File: src/rtl/pc_counter.sv
// -----------------------------------------------------------------------------
// pc_counter
//
// Program counter register stage. Holds the current instruction address and
// updates it once per rising Clock edge by increment, absolute load or signed
// relative branch. An absolute load also captures a link (return) address.
// All state sits on one full-scan chain:
//   SDI -> PC[0] .. PC[WIDTH-1] -> LinkAddr[0] .. LinkAddr[WIDTH-1] -> Wrap -> SDO
//
// Priority per edge: Test > Load > Branch > Inc > hold.
// Requests are level-sampled every edge; there is no handshake, and a request
// that loses on priority is dropped rather than queued.
//
// Parameters
//   WIDTH         address width in bits (4..32)
//   OFFSET_WIDTH  width of the two's-complement branch offset (2..WIDTH)
//   RESET_VALUE   PC value forced by reset
//
// Ports
//   Clock      in   rising-edge clock
//   nReset     in   asynchronous active-low reset
//   Test       in   scan enable, 1 = shift
//   SDI        in   scan data in
//   SDO        out  scan data out (always the Wrap register)
//   Inc        in   increment request
//   Load       in   absolute load request
//   LoadValue  in   absolute target address   [WIDTH]
//   Branch     in   relative branch request
//   Offset     in   signed branch offset      [OFFSET_WIDTH]
//   PC         out  current address (registered)          [WIDTH]
//   LinkAddr   out  return address captured on Load (reg.) [WIDTH]
//   Wrap       out  one-cycle pulse: an increment went all-ones -> zero
// -----------------------------------------------------------------------------
module pc_counter #(
    parameter int                 WIDTH        = 16,
    parameter int                 OFFSET_WIDTH = 8,
    parameter logic [WIDTH-1:0]   RESET_VALUE  = '0
) (
    input  logic                    Clock,
    input  logic                    nReset,
    input  logic                    Test,
    input  logic                    SDI,
    output logic                    SDO,
    input  logic                    Inc,
    input  logic                    Load,
    input  logic [WIDTH-1:0]        LoadValue,
    input  logic                    Branch,
    input  logic [OFFSET_WIDTH-1:0] Offset,
    output logic [WIDTH-1:0]        PC,
    output logic [WIDTH-1:0]        LinkAddr,
    output logic                    Wrap
);

    logic [WIDTH-1:0] pc_q,   pc_d;
    logic [WIDTH-1:0] link_q, link_d;
    logic             wrap_q, wrap_d;

    logic [WIDTH-1:0] pc_plus_one;
    logic [WIDTH-1:0] offset_ext;

    assign pc_plus_one = pc_q + WIDTH'(1);

    // Size-casting a signed value sign-extends it; this also covers
    // OFFSET_WIDTH == WIDTH without a zero-width replication.
    assign offset_ext  = WIDTH'($signed(Offset));

    always_comb begin
        pc_d   = pc_q;
        link_d = link_q;
        wrap_d = 1'b0;              // Wrap is a pulse: cleared unless an increment wraps
        if (Test) begin
            // One place per edge along the chain, functional inputs ignored.
            pc_d   = {pc_q[WIDTH-2:0], SDI};
            link_d = {link_q[WIDTH-2:0], pc_q[WIDTH-1]};
            wrap_d = link_q[WIDTH-1];
        end else if (Load) begin
            pc_d   = LoadValue;
            link_d = pc_plus_one;   // return address from the pre-edge PC
        end else if (Branch) begin
            // Modular add; overflow/underflow wraps silently and never flags Wrap.
            pc_d   = pc_q + offset_ext;
        end else if (Inc) begin
            pc_d   = pc_plus_one;
            wrap_d = &pc_q;
        end
    end

    always_ff @(posedge Clock or negedge nReset) begin
        if (!nReset) begin
            pc_q   <= RESET_VALUE;
            link_q <= '0;
            wrap_q <= 1'b0;
        end else begin
            pc_q   <= pc_d;
            link_q <= link_d;
            wrap_q <= wrap_d;
        end
    end

    assign PC       = pc_q;
    assign LinkAddr = link_q;
    assign Wrap     = wrap_q;
    assign SDO      = wrap_q;

endmodule

File: config.mk
export PLATFORM = sky130hd
export DESIGN_NAME = pc_counter
export DESIGN_NICKNAME = d
export VERILOG_FILES = /design/src/rtl/pc_counter.sv
export SDC_FILE = /design/constraint.sdc
export NUM_CORES = 1
export LEC_CHECK = 0
export CORE_AREA = 2 2 78 80
export DETAILED_ROUTE_END_ITERATION = 8
export DIE_AREA = 0 0 80 82
export PLACE_DENSITY = 0.79
export RECOVER_POWER = 25
export SETUP_SLACK_MARGIN = 0.02
export SYNTH_ARGS = -nofsm -noshare
export SYNTH_HDL_FRONTEND = slang
export SYNTH_SLANG_ARGS = --single-unit
File: constraint.sdc
create_clock -name Clock -period 3.3 [get_ports Clock]
set_input_delay 0.66 -clock Clock [delete_from_list [all_inputs] [get_ports Clock]]
set_output_delay 0.66 -clock Clock [all_outputs]
set_load 0.01 [all_outputs]
==> flow_metrics.py, run 1 <==
metrics = {
    "cells_and_area": {
        "fin_nets": 443,
        "final_layout_size_suffix_gt1_share_pct": 5.81,
        "n_antenna_cell": 0,
        "fillers": 545,
        "area.growth.synth_to_final_pct": 25.8,
        "final_util_pct": 61.8,
    },
    "worst_setup_path": {
        "cp_cell_sequence": "clkdlybuf4s50_1 > ha_1 > fa_1 > a21o_1 > a311oi_1 > o21ai_1 > a31o_2 > a22oi_1 > nand3_1",
        "regToRegStartpoint": "PC[0]$_DFFE_PN0P_",
        "critPathBufInv": 1,
        "worstReg2RegEnd": "PC[14]$_DFFE_PN0P_",
        "crit_required_ns": 3.48,
        "worst_setup_path_start_kind": "input pin",
        "worst-r2r-cell-count": 8,
        "r2r_setup_slack_ns": 0.69,
        "worstPathMaxFanout": 3,
        "crit_type": "in -> reg",
        "crit_family": "compound AO/OA/AOI/OAI gates",
        "slowest_delay_ns": 0.42,
        "slowest_stage": "fa_1",
        "cp.arrival_ns": 3.03,
        "end_kind": "flip-flop",
    },
    "cts": {
        "clk_pin_slew_worst_paths_ns": 0.07,
        "cts_buffer_depth": 2,
        "htreeDepth": 2,
        "insertion_delay_ns": 0.30,
        "cts_tree": "built",
        "cts-root-buf": "clkbuf_8",
        "cts_buffers": 5,
        "ctsHoldBuffers": 0,
        "clock-sinks": 33,
        "postCtsResizedCells": 0,
        "post_cts_buffers": 0,
    },
    "status": {
        "violations": "max-capacitance violations, max-slew violations",
        "outcome": "finished with violations",
    },
    "logic_synthesis": {
        "synth_nets": 391,
        "synthDistinctLibCells": 52,
        "synth_area_mm2": 0.00282,
        "synth_flop_cell": "dfrtp_1",
        "ys_ff_latch": 33,
        "yosys_warnings": 0,
        "syn_inst": 343,
        "syn_area_per_cell_um2": 8.23,
        "yosysSeqAreaShare_pct": 29.2,
        "synth-edff-count": 0,
        "async_reset_ff_share_pct": 100,
    },
    "timing": {
        "relSlewSlack_pct": -29.4,
        "tns_ns": 0,
        "post-route-min-period_ns": 2.85,
        "setup_viol": 0,
        "rsz0062_at_grt": "no",
        "clock.fmax_mhz": 351,
        "worst_slew_pin_slew_ns": 1.94,
        "fin_crit_sh_pct": 86.4,
        "holdWs_ns": 0.516,
        "skew_ns": 0.00715,
        "finalMaxSlewViolations": 34,
        "final_hold_viol_count": 0,
    },
    "global_routing": {
        "grt_use_total_pct": 24.8,
        "grt_overflow_total": 0,
        "antenna_found_initial": 0,
        "grt_start_max_net_pins": 44,
        "grt_pass1_vias": 2670,
        "grt_pass1_wl_um": 12800,
    },
    "place": {
        "place.gp.congestion": 0.873,
        "port_buffers": 64,
        "hpwlAfterDp_um": 5700,
    },
    "pwr": {
        "power_density_mw_per_mm2": 545,
        "p_leak_nw": 1.43,
        "peakVddDrop_v": 0.000254,
    },
    "floorplan": {
        "rows": 28,
        "core_mm2": 0.00575,
        "pin_count": 65,
        "initial_core_util_pct": 49.2,
        "dieArea_mm2": 0.00656,
        "chipHeight_um": 82,
        "die_w_um": 80,
    },
    "run": {
        "cap_violations": 1,
    },
    "hold_path": {
        "hp-class": "reg -> reg",
        "min_path_cells": 2,
        "whs_endpoint": "LinkAddr[14]$_DFFE_PN0P_",
        "hold_start": "LinkAddr[13]$_DFFE_PN0P_",
    },
    "drt": {
        "vias": 2821,
        "drt-vias-per-instance": 5.99,
        "firstDrtPassIters": 5,
        "ant_nets": 0,
        "wl_per_cell_um": 16.4,
        "wl_um": 7730,
        "drt_iter0_drc": 209,
        "drc_errors": 0,
    },
}
[cells by family after synthesis]
kind of cell / after synthesis / synth area share, %
simple gates: 103 / 17.6
flops: 33 / 29.2
compound gates: 115 / 25.4
fa+ha+maj: 17 / 7.80
mux: 15 / 5.41
xor+xnor: 29 / 8.99
buf+inv: 31 / 5.54
[synthesized netlist by cell type (all sizes together) (3+ instances only)]
master / number / area [um2]
o221ai: 3 / 26.3
xnor2: 23 / 201
inv: 6 / 22.5
buf: 12 / 85.1
o31ai: 4 / 30.0
xor2: 6 / 52.6
o22ai: 3 / 25.0
a31oi: 4 / 25.0
nor3: 5 / 25.0
or2: 4 / 25.0
clkbuf: 13 / 48.8
nand4: 3 / 18.8
nor2b: 4 / 25.0
a21o: 4 / 30.0
and4: 5 / 43.8
o211ai: 4 / 30.0
dfrtp: 33 / 826
nor2: 16 / 62.6
mux2i: 13 / 130
nand2: 42 / 158
a22oi: 5 / 37.5
ha: 16 / 200
a211oi: 4 / 30.0
o21ai: 39 / 195
a21oi: 28 / 140
nand3: 14 / 70.1
a221oi: 4 / 35.0
[area by class of cell]
type	instances	area, um2	share of cell area (%)
clock buffer	5	68.8	1.94
inverter	6	22.5	0.634
timing repair buffer	70	677	19.1
sequential	33	826	23.2
clock inverter	3	22.5	0.634
multi-input combinational	279	1840	51.8
tap	75	93.8	2.64
[report_power, final]
part / leakage, nW / internal [mW] / switching (mW) / total (mW)
Clock: 0.0364 / 0.148 / 0.176 / 0.324
Sequential: 0.405 / 0.492 / 0.159 / 0.650
Combinational: 0.984 / 0.495 / 0.468 / 0.962
Total: 1.43 / 1.13 / 0.802 / 1.94
[flip-flops by register name, indices dropped and copies added, names as in the netlist]
signal    count
PC           16
SDO           1
LinkAddr     16
[how the worst max path moves through the flow]
stage / startpoint / endpoint / cells past startpoint
6_report: Offset[0] / PC[14]$_DFFE_PN0P_ / 9
5_1_grt: Offset[0] / PC[14]$_DFFE_PN0P_ / 9
4_1_cts: Offset[0] / PC[14]$_DFFE_PN0P_ / 9
3_5_place_dp: Offset[0] / PC[14]$_DFFE_PN0P_ / 9
3_3_place_gp: Offset[0] / PC[14]$_DFFE_PN0P_ / 9
2_1_floorplan: Offset[0] / PC[14]$_DFFE_PN0P_ / 8
[metal layers]
metal	global-route usage (%)	vias to the layer above	share of wire, %
met4	7.46	0	1.1
met3	4.29	12	6.5
met1	31.8	1337	45
li1	-	1363	-
met2	42.8	109	48
met5	0	-	0
[per-stage QoR]
stage / setup slack, ns / instance area (um2) / instances / power (mW)
2_1_floorplan: 0.754 / 2820 / 343 / 1.24
3_3_place_gp: 0.164 / 3460 / 463 / 1.59
3_5_place_dp: 0.148 / 3460 / 463 / 1.61
4_1_cts: 0.464 / 3560 / 471 / 1.94
5_1_grt: 0.264 / 3550 / 471 / 2.08
6_report: 0.449 / 3550 / 471 / 1.94
[placed cells by master, fill, tap and decap left out, types with 3 or more instances in the layout]
| cell type | netlist | layout |
|---|---|---|
| clkdlybuf4s50_1 | 0 | 62 |
| nand2_1 | 42 | 42 |
| o21ai_0 | 36 | 36 |
| dfrtp_1 | 33 | 33 |
| a21oi_1 | 28 | 28 |
| xnor2_1 | 23 | 23 |
| ha_1 | 16 | 16 |
| nor2_1 | 15 | 15 |
| nand3_1 | 14 | 14 |
| mux2i_1 | 13 | 13 |
| xor2_1 | 6 | 6 |
| inv_1 | 6 | 6 |
| and4_1 | 5 | 5 |
| a22oi_1 | 5 | 5 |
| nor3_1 | 5 | 5 |
| clkbuf_8 | 0 | 5 |
| buf_4 | 1 | 5 |
| nor2b_1 | 4 | 4 |
| a21o_1 | 4 | 4 |
| o211ai_1 | 4 | 4 |
| a31oi_1 | 4 | 4 |
| a211oi_1 | 4 | 4 |
| a221oi_1 | 4 | 4 |
| o31ai_1 | 4 | 4 |
| o21ai_1 | 3 | 3 |
| nand4_1 | 3 | 3 |
| or2_2 | 3 | 3 |
| o221ai_1 | 3 | 3 |
| clkinvlp_4 | 0 | 3 |
[worst register-to-register path, stage by stage, from the launching register on]
cell and delay, ns:
dfrtp_1 0.49, ha_1 0.28, fa_1 0.42, a21o_1 0.22, a311oi_1 0.36, o21ai_1 0.17, a31o_2 0.29, a22oi_1 0.16
nand3_1 0.09
Note: power is estimated with default switching activity, not from simulation.
==> run 2: changes to the inputs <==
==> constraint.sdc (replaced) <==
create_clock -name Clock -period 3.3 [get_ports Clock]
set_input_delay 0.66 -clock Clock [delete_from_list [all_inputs] [get_ports Clock]]
set_output_delay 0.66 -clock Clock [all_outputs]
set_load 0.02 [all_outputs]
==> results of run 2 <==
The final DEF is identical to that of run 1. Status: finished with violations: max-capacitance violations, max-slew violations.
Among the figures that moved: total power 1.94 mW -> 2.01 mW; worst IR drop on VDD 0.000254 V -> 0.000265 V
==> RTL change 1, RTL diff (settings of run 2) <==
`WIDTH`: 16 -> 12.
--- a/src/rtl/pc_counter.sv
+++ b/src/rtl/pc_counter.sv
@@ -33,5 +33,5 @@
 // -----------------------------------------------------------------------------
 module pc_counter #(
-    parameter int                 WIDTH        = 16,
+    parameter int                 WIDTH        = 12,
     parameter int                 OFFSET_WIDTH = 8,
     parameter logic [WIDTH-1:0]   RESET_VALUE  = '0
Interface: changed (resized LinkAddr, LoadValue and PC); port bits go from 65 to 53. The function was not compared with the original's and may differ.
==> RTL change 1 against run 2 <==
Power fell by 32%; design area fell by 20%; sequential share of layout area shrank 1.4 points; register-to-register slack gained 0.38 ns; sequential cell count shrank 8; synthesized cell count down 21%; global-route usage is 5.7 points lower; wire length shrank 22%; fmax grew 15%; synthesized area is 19% lower; die area stayed put; clock power fell by 41%; setup slack improved by 0.37 ns.
==> RTL change 1: results (changes against run 2) <==
Parameter                              Value

Outcome
  Outcome ... finished clean

CTS
  Buffers inserted by post-CTS timing repair ... 0 (unchanged)
  Clock slew at reported path FFs ... 0.09 ns (+0.02 ns)
  Clock Tree Buf Depth ... 2 (unchanged)
  Number of instances resized during post-cts repair ... 0 (unchanged)
  Clock network latency to the later pin of the worst-skew pair ... 0.27 ns (-0.03 ns)
  TritonCTS Buffers ... 3 (-2)
  Root buffer selected by CTS ... clkbuf_8
  Number of H-tree branching levels ... 1 (-1)

Global route
  Vias in the first global route ... 2093 (-22%)
  Global-route total usage across every layer ... 19.1% (-5.7 points)
  Initial antenna violation count ... 0 (unchanged)
  Maximum number of pins on one net before global-route repair ... 27 (-39%)
  GR Overflow Total ... 0 (unchanged)
  First-pass GRT wire length ... 10.0 mm (-22%)

Yosys
  Cell types with the largest area share after synthesis ... dfrtp_1 (27%), ha_1 (6.6%), o21ai_0 (5.5%), mux2i_1 (4.4%), nand2_1 (4.1%)
  Portion of the post-synthesis area used by sequential elements ... 27.4% (-1.8 points)
  Ys Warns ... 0 (unchanged)
  Leading register cell type out of synthesis ... dfrtp_1
  Number of enable flip-flop cells after synthesis ... 0 (unchanged)
  Average cell area after synthesis ... 8.39 sq um (+1.9%)
  Async set-or-reset flop fraction in the synthesized netlist ... 100% (unchanged)
  Syn_nets ... 312 (-20%)
  Number of distinct standard cells referenced by the synthesized netlist ... 57 (+9.6%)
  Commonest cells in the synthesized netlist ... dfrtp_1 (25), nand2_1 (25), o21ai_0 (25)

Power
  Leakage power of the design ... 1.18 nW (-17%)
  Worst VDD drop ... 0.266 mV (+0.23%)

Placement
  Number of instances in the placed design ... 388 (-16%)
  Number of input and output port buffers inserted ... 52 (-19%)
  HPWL reported at the end of detailed placement ... 4.57 mm (-20%)
  GPL Wtd Cong ... 0.856 (-2.0%)

Route
  WL final ... 6.00 mm (-22%)
  First-iteration detailed-routing DRC count ... 191 (-8.6%)
  Vias after detailed routing ... 2246 (-20%)
  Routed wire per std cell ... 15.3 microns (-6.7%)
  TritonRoute pass-1 iters ... 4 (-1)

Hold path
  Worst hold-check path type ... flip-flop to flip-flop

Layout
  Fraction of layout instances using a drive strength above 1 ... 5.36% (-0.45 points)
  Inserted Diodes ... 0 (unchanged)
  Fill count ... 573 (+5.1%)
  Net count reported at finish ... 358 (-19%)

Timing
  Worst relative slew slack ... 4.27% (+34 points)
  Worst clock skew on the final layout ... 0.00386 ns (-0.00329 ns)
  Final Hold Viols ... 0 (unchanged)

Setup path
  Maximum fanout along the worst path ... 3 (unchanged)
## RTL change 1: path summary, 6_finish.rpt
path | from | endpoint | slack (ns) | cells after the start
worst min register to register | LinkAddr[5] | LinkAddr[6] | 0.52 | 2
min in group asynchronous | nReset | PC[10] | 1.24 | 2
worst max register to register | PC[0] | PC[4] | 1.07 | 8
worst min-delay path | LinkAddr[5] | LinkAddr[6] | 0.52 | 2
max in group asynchronous | nReset | PC[1] | 1.22 | 2
worst max-delay path | Offset[0] | PC[4] | 0.82 | 9
## RTL change 1: stage by stage
step           hold WS (ns)  setup WS [ns]  cell area [sq um]
3_3_place_gp          0.495          0.585               2820
4_1_cts               0.525          0.843               2860
2_1_floorplan         0.364           1.16               2280
6_report              0.516          0.823               2860
3_5_place_dp          0.501          0.549               2820
5_1_grt               0.539          0.728               2860
## RTL change 1: area by class of cell
class | count | share of cell area [%]
multi-input combinational | 219 | 52.0
sequential | 25 | 21.9
timing repair buffer | 59 | 19.9
tap | 75 | 3.28
clock buffer | 4 | 1.58
inverter | 10 | 1.31
## RTL change 1: layer usage
metal  up-vias  track usage (%)  routed length [microns]
met3         6             3.63                      409
met4         0             3.90                       48
met5         -                0                        0
met1      1049             25.7                     2680
li1       1102                -                        -
met2        89             32.0                     2860
## RTL change 1: kinds of logic after synthesis
kind of cell             synth area share [%]
AND/OR/NAND/NOR                          21.7
AO/OA/AOI/OAI                            25.1
buffers and inverters                    7.41
flip-flops                               27.4
XOR/XNOR                                 6.53
adder cells (fa/ha/maj)                  7.46
multiplexers                             4.39
## RTL change 1: power breakdown
part           switching (mW)  total, mW  internal (mW)  leakage (nW)
Clock                   0.105      0.191         0.0867        0.0228
Sequential              0.114      0.482          0.368         0.308
Combinational           0.366      0.702          0.335         0.851
Total                   0.585       1.38          0.790          1.18
## RTL change 1: critical path, cell delays in order
cell             delay, ns
clkdlybuf4s50_1       0.47
ha_1                  0.18
inv_1                 0.06
fa_1                  0.40
nor2b_1               0.17
o21ai_0               0.12
a41o_1                0.25
o32ai_1               0.20
o21ai_0               0.11
==> RTL change 2, RTL diff (config.mk and constraints of run 2) <==
Without the edit above. Make the reset (`nReset`) synchronous in one clocked block. Comments in the files are not updated.
--- a/src/rtl/pc_counter.sv
+++ b/src/rtl/pc_counter.sv
@@ -86,5 +86,5 @@
     end
 
-    always_ff @(posedge Clock or negedge nReset) begin
+    always_ff @(posedge Clock) begin
         if (!nReset) begin
             pc_q   <= RESET_VALUE;
Function: differs if nReset is asserted again (counterexample within 4 cycles, from zero or initial values and one cycle with nReset low); with nReset held inactive, the same outputs for 10 cycles.
==> RTL change 2 against run 2 <==
Setup slack gained 0.068 ns; design area grew 2.6%; wire length grew 7.0%; critical path type unchanged; highest routed layer unchanged; die area is the same; synthesized area grew 2.8%; sequential cell count is the same.
Power is not compared: it rests on default switching activity, and its combinational part moved more than twofold at a synthesized area within 25%.
==> RTL change 2: results (changes against run 2) <==
Parameter                              Value

CTS
  Clock slew at reported path FFs ... 0.08 ns
  Clock network latency to the later pin of the worst-skew pair ... 0.29 ns
  Number of instances resized during post-cts repair ... 0 (unchanged)

Yosys
  Syn_nets ... 413 (+5.6%)
  Commonest cells in the synthesized netlist ... a21oi_1 (41), dfxtp_1 (33), nand2_1 (29)
  Cell types with the largest area share after synthesis ... dfxtp_1 (23%), a21oi_1 (7.1%), ha_1 (6.9%), xnor2_1 (4.8%), o21ai_0 (4.0%)
  Number of distinct standard cells referenced by the synthesized netlist ... 62 (+19%)
  Portion of the post-synthesis area used by sequential elements ... 22.8% (-6.5 points)
  Async set-or-reset flop fraction in the synthesized netlist ... 0% (-100 points)

Timing
  Worst clock skew on the final layout ... 0.00781 ns (+0.000660 ns)
  Worst hold slack ... 0.482 ns (-0.0332 ns)
  Final cycle utilization of the critical path ... 84.3% (-2.1 points)
  Worst relative slew slack ... 60.0% (+89 points)

Setup path
  Reg-to-reg endpoint ... PC[12]
  Register-to-register path setup slack ... 0.84 ns (+0.15 ns)
  Critical R2R Launch ... PC[0]

Hold path
  Startpoint of the most critical hold path ... LinkAddr[11]
  Terminating pin of the worst hold path ... LinkAddr[12]

Layout
  Net count reported at finish ... 468 (+5.6%)
  Fraction of layout instances using a drive strength above 1 ... 8.31% (+2.5 points)
  Fill count ... 531 (-2.6%)

Placement
  HPWL reported at the end of detailed placement ... 6.29 mm (+10%)
  Cell Area, Placed ... 3560 sq um (+2.7%)
  GPL Wtd Cong ... 0.910 (+4.2%)
  Dpl ws ... 0.207 ns (+0.0590 ns)

Global route
  Global-route total usage across every layer ... 26.3% (+1.5 points)
  Vias in the first global route ... 2895 (+8.4%)
  Maximum number of pins on one net before global-route repair ... 38 (-14%)
  First-pass GRT wire length ... 13.7 mm (+7.3%)

Route
  Via density ... 6.05 (+1.0%)
  Routed wire per std cell ... 16.7 microns (+1.6%)
  First-iteration detailed-routing DRC count ... 231 (+11%)

Outcome
  Outcome ... finished clean
[RTL change 2: area by class of cell]
| cell class | count | area [sq um] | area share (%) |
|---|---|---|---|
| multi-input cells | 295 | 2040 | 56.1 |
| repair buffers | 75 | 723 | 19.8 |
| flip-flops and latches | 33 | 661 | 18.1 |
| well taps | 75 | 93.8 | 2.57 |
| clock buffers | 5 | 68.8 | 1.89 |
| inverters | 10 | 37.5 | 1.03 |
| clock inverters | 3 | 17.5 | 0.481 |
[RTL change 2: per-stage QoR]
| stage | instances | util (%) | power (mW) |
|---|---|---|---|
| 2_1_floorplan | 365 | - | 0.759 |
| 3_3_place_gp | 488 | 61.9 | 0.911 |
| 3_5_place_dp | 488 | 61.9 | 0.916 |
| 4_1_cts | 496 | 63.4 | 1.22 |
| 5_1_grt | 496 | 63.4 | 1.28 |
| 6_report | 496 | 63.4 | 1.22 |
[RTL change 2: routing by layer]
metal	GRT usage (%)	vias up	routed length (microns)
met5	0	-	0
met4	9.49	0	185
li1	-	1468	-
met2	45.1	122	3980
met1	33.7	1395	3620
met3	3.96	16	487
[RTL change 2: worst max-delay path: stages]
cell             delay, ns
clkdlybuf4s50_1       0.40
ha_1                  0.24
fa_1                  0.42
a21o_1                0.24
a221oi_4              0.30
nor2_1                0.09
o31ai_1               0.31
xor2_1                0.17
a41oi_1               0.12
[RTL change 2: cell families after synthesis]
group                    count (synthesis)  share of synthesized area [%]
adder cells (fa/ha/maj)                 17                           7.59
AO/OA/AOI/OAI                          138                           31.9
flip-flops                              33                           22.8
multiplexers                             3                           1.03
XOR/XNOR                                29                           8.75
AND/OR/NAND/NOR                        108                           21.1
buffers and inverters                   37                           6.85
[RTL change 2: worst max-delay path by stage]
stage	from	to	slack (ns)	cells after the start
6_report	Offset[0]	PC[12]	0.52	9
5_1_grt	Offset[0]	PC[6]	0.40	10
4_1_cts	Offset[0]	PC[12]	0.52	9
3_5_place_dp	Offset[0]	PC[12]	0.21	9
3_3_place_gp	Offset[0]	PC[12]	0.22	9
2_1_floorplan	Offset[0]	PC[12]	0.75	8
[RTL change 2: power by group through the flow]
stage,logic [mW],registers (mW),clock network [mW]
final,0.435,0.475,0.311
after global routing,0.475,0.479,0.326
after CTS,0.435,0.474,0.312
after detailed placement,0.432,0.483,0
after global placement,0.428,0.483,0
after floorplan,0.261,0.497,0
